==> config.mk <==
export PLATFORM = sky130hd
export DESIGN_NAME = control_unit
export DESIGN_NICKNAME = d
export VERILOG_FILES = /design/src/rtl/cpu_pkg.sv /design/src/rtl/instr_class_decode.sv /design/src/rtl/control_unit.sv
export SDC_FILE = /design/constraint.sdc
export NUM_CORES = 1
export LEC_CHECK = 0
export ABC_AREA = 1
export BUFFER_PORTS_ARGS = -buffer_cell sky130_fd_sc_hd__buf_2
export CAP_MARGIN = 5
export CORE_UTILIZATION = 40
export DETAILED_ROUTE_END_ITERATION = 16
export PLACE_DENSITY_LB_ADDON = 0.25
export SKIP_CTS_REPAIR_TIMING = 1
export SYNTH_ARGS = -nofsm -noshare
export SYNTH_HDL_FRONTEND = slang
export SYNTH_HIERARCHICAL = 1
export SYNTH_SLANG_ARGS = --single-unit
==> constraint.sdc <==
create_clock -name clk -period 3 [get_ports clk]
set_clock_uncertainty 0.2 [all_clocks]
set_input_delay 0.6 -clock clk [delete_from_list [all_inputs] [get_ports clk]]
set_output_delay 0.6 -clock clk [all_outputs]
set_load 0.01 [all_outputs]
==> src/rtl/cpu_pkg.sv <==
// rtl/cpu_pkg.sv - opcodes, sequencer states and instruction classes for control_unit
package cpu_pkg;

    localparam int OPW = 5;

    localparam logic [OPW-1:0] OP_LD   = 5'b00000;
    localparam logic [OPW-1:0] OP_LDI  = 5'b00001;
    localparam logic [OPW-1:0] OP_ST   = 5'b00010;
    localparam logic [OPW-1:0] OP_ADD  = 5'b00011;
    localparam logic [OPW-1:0] OP_SUB  = 5'b00100;
    localparam logic [OPW-1:0] OP_AND  = 5'b00101;
    localparam logic [OPW-1:0] OP_OR   = 5'b00110;
    localparam logic [OPW-1:0] OP_ADDI = 5'b01100;
    localparam logic [OPW-1:0] OP_ANDI = 5'b01101;
    localparam logic [OPW-1:0] OP_ORI  = 5'b01110;
    localparam logic [OPW-1:0] OP_BR   = 5'b10010;
    localparam logic [OPW-1:0] OP_JR   = 5'b10100;
    localparam logic [OPW-1:0] OP_NOP  = 5'b11010;
    localparam logic [OPW-1:0] OP_HALT = 5'b11011;

    // One-hot ALU select, bit order {ADD, SUB, AND, OR}
    localparam logic [3:0] ALU_NONE = 4'b0000;
    localparam logic [3:0] ALU_ADD  = 4'b1000;
    localparam logic [3:0] ALU_SUB  = 4'b0100;
    localparam logic [3:0] ALU_AND  = 4'b0010;
    localparam logic [3:0] ALU_OR   = 4'b0001;

    typedef enum logic [3:0] {
        S_T0   = 4'd0,
        S_T1   = 4'd1,
        S_T2   = 4'd2,
        S_T3   = 4'd3,
        S_T4   = 4'd4,
        S_T5   = 4'd5,
        S_T6   = 4'd6,
        S_T7   = 4'd7,
        S_HALT = 4'd8
    } state_t;

    typedef enum logic [3:0] {
        CLS_ALU_RR  = 4'd0,
        CLS_ALU_IMM = 4'd1,
        CLS_LDI     = 4'd2,
        CLS_LD      = 4'd3,
        CLS_ST      = 4'd4,
        CLS_BR      = 4'd5,
        CLS_JR      = 4'd6,
        CLS_NOP     = 4'd7,
        CLS_HALT    = 4'd8
    } instr_class_t;

endpackage

==> src/rtl/instr_class_decode.sv <==
// rtl/instr_class_decode.sv - opcode to instruction class and one-hot ALU select
module instr_class_decode
    import cpu_pkg::*;
#(
    parameter int OPW = 5
) (
    input  logic [OPW-1:0] op,
    output logic [3:0]     cls,
    output logic [3:0]     alu_sel
);

    always_comb begin
        cls     = CLS_NOP;
        alu_sel = ALU_NONE;
        case (op)
            OP_ADD:  begin cls = CLS_ALU_RR;  alu_sel = ALU_ADD; end
            OP_SUB:  begin cls = CLS_ALU_RR;  alu_sel = ALU_SUB; end
            OP_AND:  begin cls = CLS_ALU_RR;  alu_sel = ALU_AND; end
            OP_OR:   begin cls = CLS_ALU_RR;  alu_sel = ALU_OR;  end
            OP_ADDI: begin cls = CLS_ALU_IMM; alu_sel = ALU_ADD; end
            OP_ANDI: begin cls = CLS_ALU_IMM; alu_sel = ALU_AND; end
            OP_ORI:  begin cls = CLS_ALU_IMM; alu_sel = ALU_OR;  end
            OP_LDI:  cls = CLS_LDI;
            OP_LD:   cls = CLS_LD;
            OP_ST:   cls = CLS_ST;
            OP_BR:   cls = CLS_BR;
            OP_JR:   cls = CLS_JR;
            OP_HALT: cls = CLS_HALT;
            default: cls = CLS_NOP;
        endcase
    end

endmodule

==> src/rtl/control_unit.sv <==
// rtl/control_unit.sv - hardwired Moore sequencer driving datapath control strobes
module control_unit
    import cpu_pkg::*;
#(
    parameter int OPW = 5
) (
    input  logic        clk,
    input  logic        clr,
    input  logic [31:0] IR,
    input  logic        CON,
    input  logic        Stop,
    output logic        Run,
    output logic        PCout,
    output logic        MARin,
    output logic        IncPC,
    output logic        PCin,
    output logic        Read,
    output logic        Write,
    output logic        MDRin,
    output logic        MDRout,
    output logic        IRin,
    output logic        Gra,
    output logic        Grb,
    output logic        Grc,
    output logic        Rin,
    output logic        Rout,
    output logic        BAout,
    output logic        Cout,
    output logic        Yin,
    output logic        Zin,
    output logic        Zlowout,
    output logic        CONin,
    output logic        ADD,
    output logic        SUB,
    output logic        AND,
    output logic        OR
);

    state_t         state_q, state_d;
    logic [OPW-1:0] op_q, op_d, op_cur;
    logic           stop_q, stop_d;
    logic [3:0]     cls_raw;
    logic [3:0]     alu_sel;
    instr_class_t   cls;
    logic           goto_t0;
    logic           unused_ir;

    // IR only holds the new instruction from T3 onward, so T3 decodes it live
    assign op_cur    = (state_q == S_T3) ? IR[31 -: OPW] : op_q;
    assign cls       = instr_class_t'(cls_raw);
    assign unused_ir = ^IR[31-OPW:0];

    instr_class_decode #(.OPW(OPW)) u_decode (
        .op      (op_cur),
        .cls     (cls_raw),
        .alu_sel (alu_sel)
    );

    always_ff @(posedge clk) begin
        if (clr) begin
            state_q <= S_T0;
            op_q    <= OP_NOP;
            stop_q  <= 1'b0;
        end else begin
            state_q <= state_d;
            op_q    <= op_d;
            stop_q  <= stop_d;
        end
    end

    always_comb begin
        state_d = state_q;
        op_d    = (state_q == S_T3) ? op_cur : op_q;
        stop_d  = stop_q | Stop;
        goto_t0 = 1'b0;
        case (state_q)
            S_T0: state_d = S_T1;
            S_T1: state_d = S_T2;
            S_T2: state_d = S_T3;
            S_T3: begin
                case (cls)
                    CLS_JR, CLS_NOP: goto_t0 = 1'b1;
                    CLS_HALT:        state_d = S_HALT;
                    default:         state_d = S_T4;
                endcase
            end
            S_T4: state_d = S_T5;
            S_T5: begin
                if (cls == CLS_ALU_RR || cls == CLS_ALU_IMM || cls == CLS_LDI) goto_t0 = 1'b1;
                else                                                           state_d = S_T6;
            end
            S_T6: begin
                if (cls == CLS_BR) goto_t0 = 1'b1;
                else               state_d = S_T7;
            end
            S_T7:    goto_t0 = 1'b1;
            S_HALT:  state_d = S_HALT;
            default: state_d = S_T0;
        endcase
        // A pending stop diverts the instruction boundary into HALT
        if (goto_t0) state_d = (stop_q | Stop) ? S_HALT : S_T0;
    end

    always_comb begin
        Run = 1'b0; PCout = 1'b0; MARin = 1'b0; IncPC = 1'b0; PCin = 1'b0;
        Read = 1'b0; Write = 1'b0; MDRin = 1'b0; MDRout = 1'b0; IRin = 1'b0;
        Gra = 1'b0; Grb = 1'b0; Grc = 1'b0; Rin = 1'b0; Rout = 1'b0;
        BAout = 1'b0; Cout = 1'b0; Yin = 1'b0; Zin = 1'b0; Zlowout = 1'b0;
        CONin = 1'b0; ADD = 1'b0; SUB = 1'b0; AND = 1'b0; OR = 1'b0;
        if (!clr) begin
            Run = (state_q != S_HALT);
            case (state_q)
                S_T0: begin PCout = 1'b1; MARin = 1'b1; end
                S_T1: begin IncPC = 1'b1; Read = 1'b1; MDRin = 1'b1; end
                S_T2: begin MDRout = 1'b1; IRin = 1'b1; end
                S_T3: begin
                    case (cls)
                        CLS_ALU_RR, CLS_ALU_IMM: begin Grb = 1'b1; Rout = 1'b1; Yin = 1'b1; end
                        CLS_LDI, CLS_LD, CLS_ST: begin Grb = 1'b1; BAout = 1'b1; Yin = 1'b1; end
                        CLS_BR:                  begin Gra = 1'b1; Rout = 1'b1; CONin = 1'b1; end
                        CLS_JR:                  begin Gra = 1'b1; Rout = 1'b1; PCin = 1'b1; end
                        default: ;
                    endcase
                end
                S_T4: begin
                    case (cls)
                        CLS_ALU_RR: begin
                            Grc = 1'b1; Rout = 1'b1; Zin = 1'b1;
                            {ADD, SUB, AND, OR} = alu_sel;
                        end
                        CLS_ALU_IMM: begin
                            Cout = 1'b1; Zin = 1'b1;
                            {ADD, SUB, AND, OR} = alu_sel;
                        end
                        CLS_LDI, CLS_LD, CLS_ST: begin Cout = 1'b1; ADD = 1'b1; Zin = 1'b1; end
                        CLS_BR:                  begin PCout = 1'b1; Yin = 1'b1; end
                        default: ;
                    endcase
                end
                S_T5: begin
                    case (cls)
                        CLS_ALU_RR, CLS_ALU_IMM, CLS_LDI: begin Zlowout = 1'b1; Gra = 1'b1; Rin = 1'b1; end
                        CLS_LD, CLS_ST:                   begin Zlowout = 1'b1; MARin = 1'b1; end
                        CLS_BR:                           begin Cout = 1'b1; ADD = 1'b1; Zin = 1'b1; end
                        default: ;
                    endcase
                end
                S_T6: begin
                    case (cls)
                        CLS_LD:  begin Read = 1'b1; MDRin = 1'b1; end
                        CLS_ST:  begin Gra = 1'b1; Rout = 1'b1; MDRin = 1'b1; end
                        CLS_BR:  begin Zlowout = 1'b1; PCin = CON; end
                        default: ;
                    endcase
                end
                S_T7: begin
                    case (cls)
                        CLS_LD:  begin MDRout = 1'b1; Gra = 1'b1; Rin = 1'b1; end
                        CLS_ST:  Write = 1'b1;
                        default: ;
                    endcase
                end
                default: ;
            endcase
        end
    end

endmodule

After elaboration in Yosys (flattened, before gate mapping)
Index checks and enable logic that the tools add are counted.

operators by class
  bitwise operators = 1
  multiplexer cells = 78
  reductions and logical operators = 20
  equality and inequality tests = 33

operator list
  kind                                                                    count
  1-bit two-way mux                                                       53
  4-bit case mux with 9 select lines                                      1
  4-bit by 3-bit equality test with 1-bit output (second input constant)  8
  4-bit case mux with 8 select lines                                      1
  1-bit case mux with 2 select lines                                      13
  4-bit by 2-bit equality test with 1-bit output (second input constant)  4
  4-bit two-way mux                                                       4
  4-bit case mux with 4 select lines                                      1
  5-bit by 3-bit equality test with 1-bit output (second input constant)  3
  5-bit by 4-bit equality test with 1-bit output (second input constant)  3
  5-bit equality test (second input constant)                             3
  2-bit OR reduction                                                      7
  4-bit OR reduction                                                      3
  5-bit by 2-bit equality test with 1-bit output (second input constant)  2
  3-bit != test (second input constant)                                   3
  3-bit OR reduction                                                      3
  4-bit by 1-bit equality test with 1-bit output (second input constant)  2
  4-bit equality test (second input constant)                             2
  4-bit zero test                                                         2
  1-bit case mux with 4 select lines                                      2
  4-bit case mux with 2 select lines                                      1
  5-bit by 1-bit equality test with 1-bit output (second input constant)  1
  5-bit zero test                                                         1
  5-bit two-way mux                                                       1
  other kinds (7)                                                         8

word-level totals
  logic and storage cells = 135
  bits in registers = 10

Longest topological paths before layout
Gate-level depths: netlist of the first run.

  word-level depth = 12
  mapped depth = 24
  depth with buffers taken out = 24

Cells and area by module
The synthesis of the first run kept the hierarchy.

by module, submodules not included
  module              instances  cells an instance  area each (um^2)
  control_unit        1          156                888.4
  instr_class_decode  1          46                 211.5

Least setup slack after synthesis of the first run
No wires, ideal clock.

  path type = register to output
  from = reg state_q[1]
  to = out Rout
  path slack = -0.273 ns
  cell stages (with the launch flop) = 21
  path buffers = 0
  data arrival time = 2.473 ns
  cell sequence = dfxtp_1 -> nand2_1 -> inv_1 -> nand2_4 -> inv_2 -> or2_1 -> o21ai_0 -> inv_1 -> nor2_1 -> nand3_1 -> nand2_1 -> nor2_2 -> nand2_2 -> nand2_1 -> inv_2 -> nand2_1 -> nor2_2 -> inv_1 -> nor2_1 -> nor2_1 -> a21oi_1

between the ends
  cells in the longest elaborated chain, start to end = 10
  elaborated cells on any way between the ends = 31

RTL lines
  what                                                                          RTL line                  source
  start, declared                                                               control_unit.sv:39        state_t state_q, state_d;
  start signal, assigned                                                        control_unit.sv:65        state_q <= state_d;
  4-bit by 2-bit equality test with 1-bit output (*)                            control_unit.sv:49        assign op_cur = (state_q == S_T3) ? IR[31 -: OPW] : op_q;
  5-bit two-way mux (*)                                                         control_unit.sv:49
  via op_cur[2]                                                                 control_unit.sv:40        logic [OPW-1:0] op_q, op_d, op_cur;
  5-bit by 2-bit equality test with 1-bit output, or another cell as far along  instr_class_decode.sv:15  case (op)
  4-bit OR reduction (no line) or 3-bit OR reduction (tied branches)            --
  4-bit case mux with 8 select lines (*)                                        instr_class_decode.sv:15
  via cls[1]                                                                    control_unit.sv:44        instr_class_t cls;
  4-bit by 1-bit equality test with 1-bit output, or another cell as far along  control_unit.sv:117       case (cls)
  4-bit OR reduction (no line)                                                  --
  1-bit two-way mux                                                             control_unit.sv:117
  1-bit case mux with 3 select lines (*)                                        control_unit.sv:112       case (state_q)
  1-bit two-way mux (*)                                                         control_unit.sv:110       if (!clr) begin
  end, declared                                                                 control_unit.sv:26        output logic Rout,

Mark *: on every way through the listed nets, which the timed path passes. The rest lies on a longest branch.

Worst setup path in the final report of the first run
  from = reg state_q[0]
  to = out Gra

between the ends
  cells in the longest elaborated chain, start to end = 10
  elaborated cells on any way between the ends = 36

RTL lines
  what                                                                          RTL line                                  source
  4-bit by 2-bit equality test with 1-bit output (*)                            control_unit.sv:49
  5-bit two-way mux (*)                                                         control_unit.sv:49
  via op_cur[0]                                                                 control_unit.sv:40
  5-bit by 2-bit equality test with 1-bit output, or another cell as far along  instr_class_decode.sv:15
  4-bit OR reduction (no line) or 3-bit OR reduction (tied branches)            --
  4-bit case mux with 8 select lines (*)                                        instr_class_decode.sv:15
  via cls[1]                                                                    control_unit.sv:44
  4-bit by 1-bit equality test with 1-bit output, or another cell as far along  control_unit.sv:141                       case (cls)
  3-bit OR reduction or 2-bit OR reduction (tied branches)                      --
  1-bit two-way mux (on tied branches)                                          control_unit.sv:141, control_unit.sv:117
  1-bit case mux with 4 select lines (*)                                        control_unit.sv:112
  1-bit two-way mux (*)                                                         control_unit.sv:110
  end, declared                                                                 control_unit.sv:22                        output logic Gra,

Marked as above.

==> impl_metrics.yaml, run 1 <==
min_path:
  hold_path.class: "reg2reg"
drt:
  drcViolationCount: 0
  drt_iter0_drc: 32
  first_pass_iters: 4
  ant_nets: 0
  post_drt_wl_per_cell_um: 11.66
  vias: 1605
  wl_um: 3789
  vias_per_cell: 4.938
global_route:
  grt_pass1_vias: 1291
  grt_max_degree: 16
  overflow: 0
  grt_pass1_wl_um: 5195
  antenna_found_initial: 0
  grt_use_total_pct: 23.87
finish:
  drive_above_1_share_pct: 67.12
  syn_to_final_growth_pct: 87.83
  post-route-util_pct: 81.17
  nNetsFinal: 332
  diodes: 0
synth:
  synth-seq-cells: 10
  synth.net_count: 238
  synth_area_leaders: "dfxtp_1, nand2_1, nor2_1"
  synth_top_family_by_area: "simple AND/OR/NAND/NOR gates"
  synth_mux_area_share_pct: 0
  netlist_area_sq_mm: 0.001100
  synth_compound_area_share_pct: 12.17
  yosys_warnings: 6
  synth_common_cells: "nand2_1, nor2_1, inv_1, nor2_2, nand3_1"
  synthFlopType: "dfxtp_1"
  async_flop_share_pct: 0
  synth_edf_count: 0
  seq_area_frac_synth_pct: 18.20
  synthXorXnorAreaFrac_pct: 0
  yosys.area_share.simple_pct: 57.11
  synth_largest_area_cell: "dfxtp_1"
  syn_avg_cell_area_sq_um: 5.445
  synth_cell_types: 26
  yosysMostFrequentCell: "nand2_1"
  yosysTopAreaCellShare_pct: 18.20
  synthAdderAreaFrac_pct: 0
  synth_cells: 202
floorplanning:
  die_w_um: 54.44
  die_h_um: 54.44
  dieArea_sq_mm: 0.002963
  start_util_pct: 43.22
  io_pins: 61
  std_cell_rows: 18
  core_area_sq_mm: 0.002545
critical_path:
  crit_type: "reg2out"
  path_max_fanout: 6
  critPathArrivalTime_ns: 2.78
  cp_data_required_time_ns: 2.20
  cp-end-kind: "output pin"
  critPathLaunchType: "flop"
  r2r_setup_slack_ns: 0.15
status:
  violations: "setup timing"
  status: "complete, but fails checks"
timing:
  setup_viol: 22
  hold_viol: 0
  rsz0062_at_grt: "true"
  max_freq_ghz: 0.2792
  slew_viol_final: 0
  period_needed_ns: 3.582
  setup_ws_ns: -0.5819
  tightest_slew_ns: 0.3460
  slew_headroom_pct: 76.91
  hold_slack_ns: 0.2656
  fin_crit_sh_pct: 119.4
power_and_ir_drop:
  power.share.sequential_pct: 11.9
  comb_power_share_pct: 79.4
  sw_frac_of_total_pct: 49.13
  p_int_mw: 0.7213
  clkPwrFrac_pct: 8.7
  p_leak_nw: 1.051
  power.density_mw_per_mm2: 686.4
  p_sw_mw: 0.6967
  vdd_ir_drop_max_mv: 0.5456
  p_total_mw: 1.418
clocking:
  clock_latency_ns: 0.27
  clock_sinks: 10
  path_clk_slew_ns: 0.07
  cts_max_level: 1
  numCtsBuffers: 3
  cts_tree: "yes"
  clockBufferDepth: 2
  clockRootBuffer: "clkbuf_4"
placement:
  io_buffers: 33
  place_ws_ns: -0.4603
  dp_hpwl_um: 2612
  place.gp.congestion: 0.8513
run:
  drv_cap: 0
-- cells by family after synthesis --
logic type,after synthesis
buffers and inverters,36
AND/OR/NAND/NOR,132
flip-flops,10
AO/OA/AOI/OAI,24
-- flip-flops by register name (all words and copies together) (netlist names) --
name	cells
op_q	5
state_q	4
stop_q	1
-- metrics by stage --
stage	area (sq um)	TNS (ns)	instances
5_1_grt	2066	-14.67	325
3_3_place_gp	1699	-6.946	307
4_1_cts	1735	-13.42	311
6_report	2066	-10.94	325
2_1_floorplan	1172	-1.542	202
3_5_place_dp	1699	-7.809	307
-- power groups by stage --
stage | registers [mW] | logic (mW) | clock network (mW)
6_report | 0.169 | 1.13 | 0.124
5_1_grt | 0.171 | 1.21 | 0.138
4_1_cts | 0.166 | 0.797 | 0.125
3_5_place_dp | 0.170 | 0.794 | 0
3_3_place_gp | 0.169 | 0.782 | 0
2_1_floorplan | 0.174 | 0.448 | 0
-- worst paths after layout --
path                                              start                 endpoint  cells past startpoint
worst max register to register  state_q[0]$_SDFFE_PP0P_  state_q[3]$_SDFFE_PP0P_                     25
worst max-delay path            state_q[0]$_SDFFE_PP0P_                      Gra                     22
worst min register to register        stop_q$_SDFF_PP0_        stop_q$_SDFF_PP0_                      2
worst min-delay path                  stop_q$_SDFF_PP0_        stop_q$_SDFF_PP0_                      2
-- final cells by class --
type	instances	area, sq um
inverter	33	136.4
fill	168	479.2
clock buffer	4	36.28
tap	30	37.54
multi-input combinational	156	1028
sequential	10	205.2
timing repair buffer	92	621.8
-- critical path, cell delays in order (launching register included) --
cell,delay [ns]
dfxtp_2,0.33
nand2_2,0.07
inv_2,0.05
nand2_4,0.11
inv_4,0.06
or2_1,0.23
o21ai_2,0.08
inv_2,0.09
nand2_2,0.10
inv_2,0.06
nor2_1,0.11
nand2_1,0.08
nand2_1,0.08
nor2_2,0.05
nand2_4,0.09
nand2_4,0.09
buf_4,0.15
nand2_2,0.11
nand2_1,0.08
nor2_2,0.15
a21oi_1,0.07
a21oi_2,0.14
buf_2,0.14
-- metal layers --
layer  part of all wire (%)  global-route usage [%]  vias up
met2                     52                   44.31       53
met3                    5.2                   5.000        6
met1                     41                   28.24      719
met5                      0                       0        -
met4                    1.6                   3.419        0
li1                       -                       -      827
-- cell usage in the layout, fill, tap and decap left out, types with 2 or more instances in the layout --
master	count
buf_4	57
buf_2	32
nand2_1	30
nor2_1	19
nand2_2	17
inv_2	17
nor2_2	16
nor2_4	14
inv_1	11
nand3_1	8
nand2_4	7
o21ai_2	7
dfxtp_1	6
inv_4	5
a21oi_2	5
nor3_1	5
a21oi_1	4
dfxtp_2	4
nand4_1	3
clkbuf_4	3
buf_6	3
and2_1	2
or2_1	2
nor3_4	2
o21ai_0	2
o21ai_1	2
nand3_2	2
Note: power is estimated with default switching activity, not from simulation.
==> run 2, diff against run 1 <==
Settings changed: CAP_MARGIN 5 to 40, PLACE_DENSITY set to 0.76, PLACE_DENSITY_LB_ADDON 0.25 to not set.
==> run 2 against run 1 <==
Against the previous run:
- the flow still finishes with violations (setup timing)
- fmax up 1.4%
- largest power group unchanged
- total power decreased by 11%
- final area down 7.5%
- via count is 5.4% lower
- register-to-register slack barely moved
- global-route usage fell by 0.49 points
- critical endpoint is now PCin
- wire length fell by 6.1%
- combinational power fell by 12%
- cell count shrank 4.0%
- hold slack worse by 0.0062 ns
==> impl_metrics.yaml, run 2 (synthesis results as in run 1) <==
finish:
  nNetsFinal: 320
  syn_to_final_growth_pct: 73.72
  mostFrequentLayoutCells: "buf_4, nand2_1, buf_2, nor2_1, inv_2"
  top_regs: "op_q: 5 flops, state_q: 4 flops, stop_q: 1 flops"
  layout_commonest_cell: "buf_4"
  largest_register: "op_q"
  drive_above_1_share_pct: 62.41
  diodes: 0
  stdcell_area_sq_mm: 0.001911
  fillerInstances: 223
  largest_reg_flops: 5
critical_path:
  path_max_fanout: 6
  r2r_start: "state_q[3]$_SDFFE_PP0P_"
  cp_common_cell: "nand2_4"
  max_stage_delay_ns: 0.34
  path_cells: "nor2_4 > nand2_4 > buf_4 > nand2_1 > and2_4 > inv_1 > buf_4 > nand3_1 > nand2_1 > nor2_2 > nand2_4 > nand2_4 > inv_2 > nor2_4 > nand2_4 > nor2_2 > nand2_1 > a22oi_2 > buf_2"
  cp_data_required_time_ns: 2.20
  crit_type: "reg2out"
  path_buf_inv: 5
  cp-end-kind: "output pin"
  critPathArrivalTime_ns: 2.73
  critPathLaunchType: "flop"
  crit_family: "simple AND/OR/NAND/NOR gates"
  crit_start: "state_q[3]$_SDFFE_PP0P_"
  crit_slowest_cell: "dfxtp_2"
floorplanning:
  core_area_sq_mm: 0.002545
  dieArea_sq_mm: 0.002963
  std_cell_rows: 18
  io_pins: 61
  die_h_um: 54.44
  die_w_um: 54.44
  start_util_pct: 43.22
placement:
  dp_hpwl_um: 2601
  place.gp.congestion: 0.8768
  placed_area_sq_mm: 0.001662
  place_ws_ns: -0.4163
  io_buffers: 33
clocking:
  cts_max_level: 1
  path_clk_slew_ns: 0.06
  clockBufferDepth: 2
  clock_sinks: 10
  cts_tree: "yes"
  numCtsBuffers: 3
  clockRootBuffer: "clkbuf_4"
  clock_latency_ns: 0.27
timing:
  setup-tns-final_ns: -9.146
  slew_viol_final: 0
  setup_viol: 22
  slew_headroom_pct: 70.19
  fin_crit_sh_pct: 117.8
  tightest_slew_ns: 0.4425
  max_freq_ghz: 0.2831
  period_needed_ns: 3.533
  hold_slack_ns: 0.2595
  rsz0062_at_grt: "true"
  hold_viol: 0
  setup_ws_ns: -0.5327
run:
  drv_cap: 0
drt:
  drt_iter0_drc: 30
  drcViolationCount: 0
  wl_um: 3558
  vias_per_cell: 4.869
  post_drt_wl_per_cell_um: 11.40
  vias: 1519
  first_pass_iters: 4
  ant_nets: 0
global_route:
  grt_pass1_vias: 1292
  grt_pass1_wl_um: 5106
  antenna_found_initial: 0
  grt_max_degree: 16
  overflow: 0
  grt_use_total_pct: 23.38
power_and_ir_drop:
  power.density_mw_per_mm2: 660.3
  p_total_mw: 1.262
  vdd_ir_drop_max_mv: 0.4416
  p_leak_nw: 0.9727
status:
  status: "complete, but fails checks"
  violations: "setup timing"
min_path:
  hold_path.class: "reg2reg"
  hp-start: "stop_q$_SDFF_PP0_"
## run 2: cell count changes in the layout (fill, tap and decap cells not counted), sizes merged
cell,delta
buf,-12
clkbuf,-1
## run 2: cell type report
cell class | instances | area, sq um | area share [%]
clock buffers | 3 | 22.52 | 1.179
inverters | 33 | 136.4 | 7.138
multi-input cells | 156 | 977.2 | 51.15
flip-flops and latches | 10 | 205.2 | 10.74
well taps | 30 | 37.54 | 1.965
repair buffers | 80 | 531.8 | 27.83
## run 2: stage by stage
stage | utilization, % | std cells
2_1_floorplan | - | 202
3_3_place_gp | 65.29 | 302
3_5_place_dp | 65.29 | 302
4_1_cts | 66.18 | 305
5_1_grt | 75.07 | 312
6_report | 75.07 | 312
## run 2: final timing paths
check / endpoint / slack, ns / cells after the start
setup reg to reg: state_q[3]$_SDFFE_PP0P_ / 0.16 / 22
hold / removal: stop_q$_SDFF_PP0_ / 0.26 / 2
hold reg to reg: stop_q$_SDFF_PP0_ / 0.26 / 2
setup / recovery: PCin / -0.53 / 19
## run 2: per-layer routing
metal / GRT usage (%) / wire, um / up-vias
li1: - / - / 795
met1: 27.02 / 1553 / 675
met2: 42.48 / 1829 / 47
met3: 5.556 / 163 / 2
met4: 5.983 / 11 / 0
met5: 0 / 0 / -
## run 2: power by group
| part | switching, mW | internal (mW) | total (mW) |
|---|---|---|---|
| combinational | 0.578 | 0.423 | 1.00 |
| sequential | 0.0118 | 0.158 | 0.170 |
| clock | 0.0444 | 0.0463 | 0.0907 |
## run 2: worst min-delay path, delay by kind of cell (launching register included)
family	cells	cell delay, ns
simple gates	2	0.12
flops	1	0.30
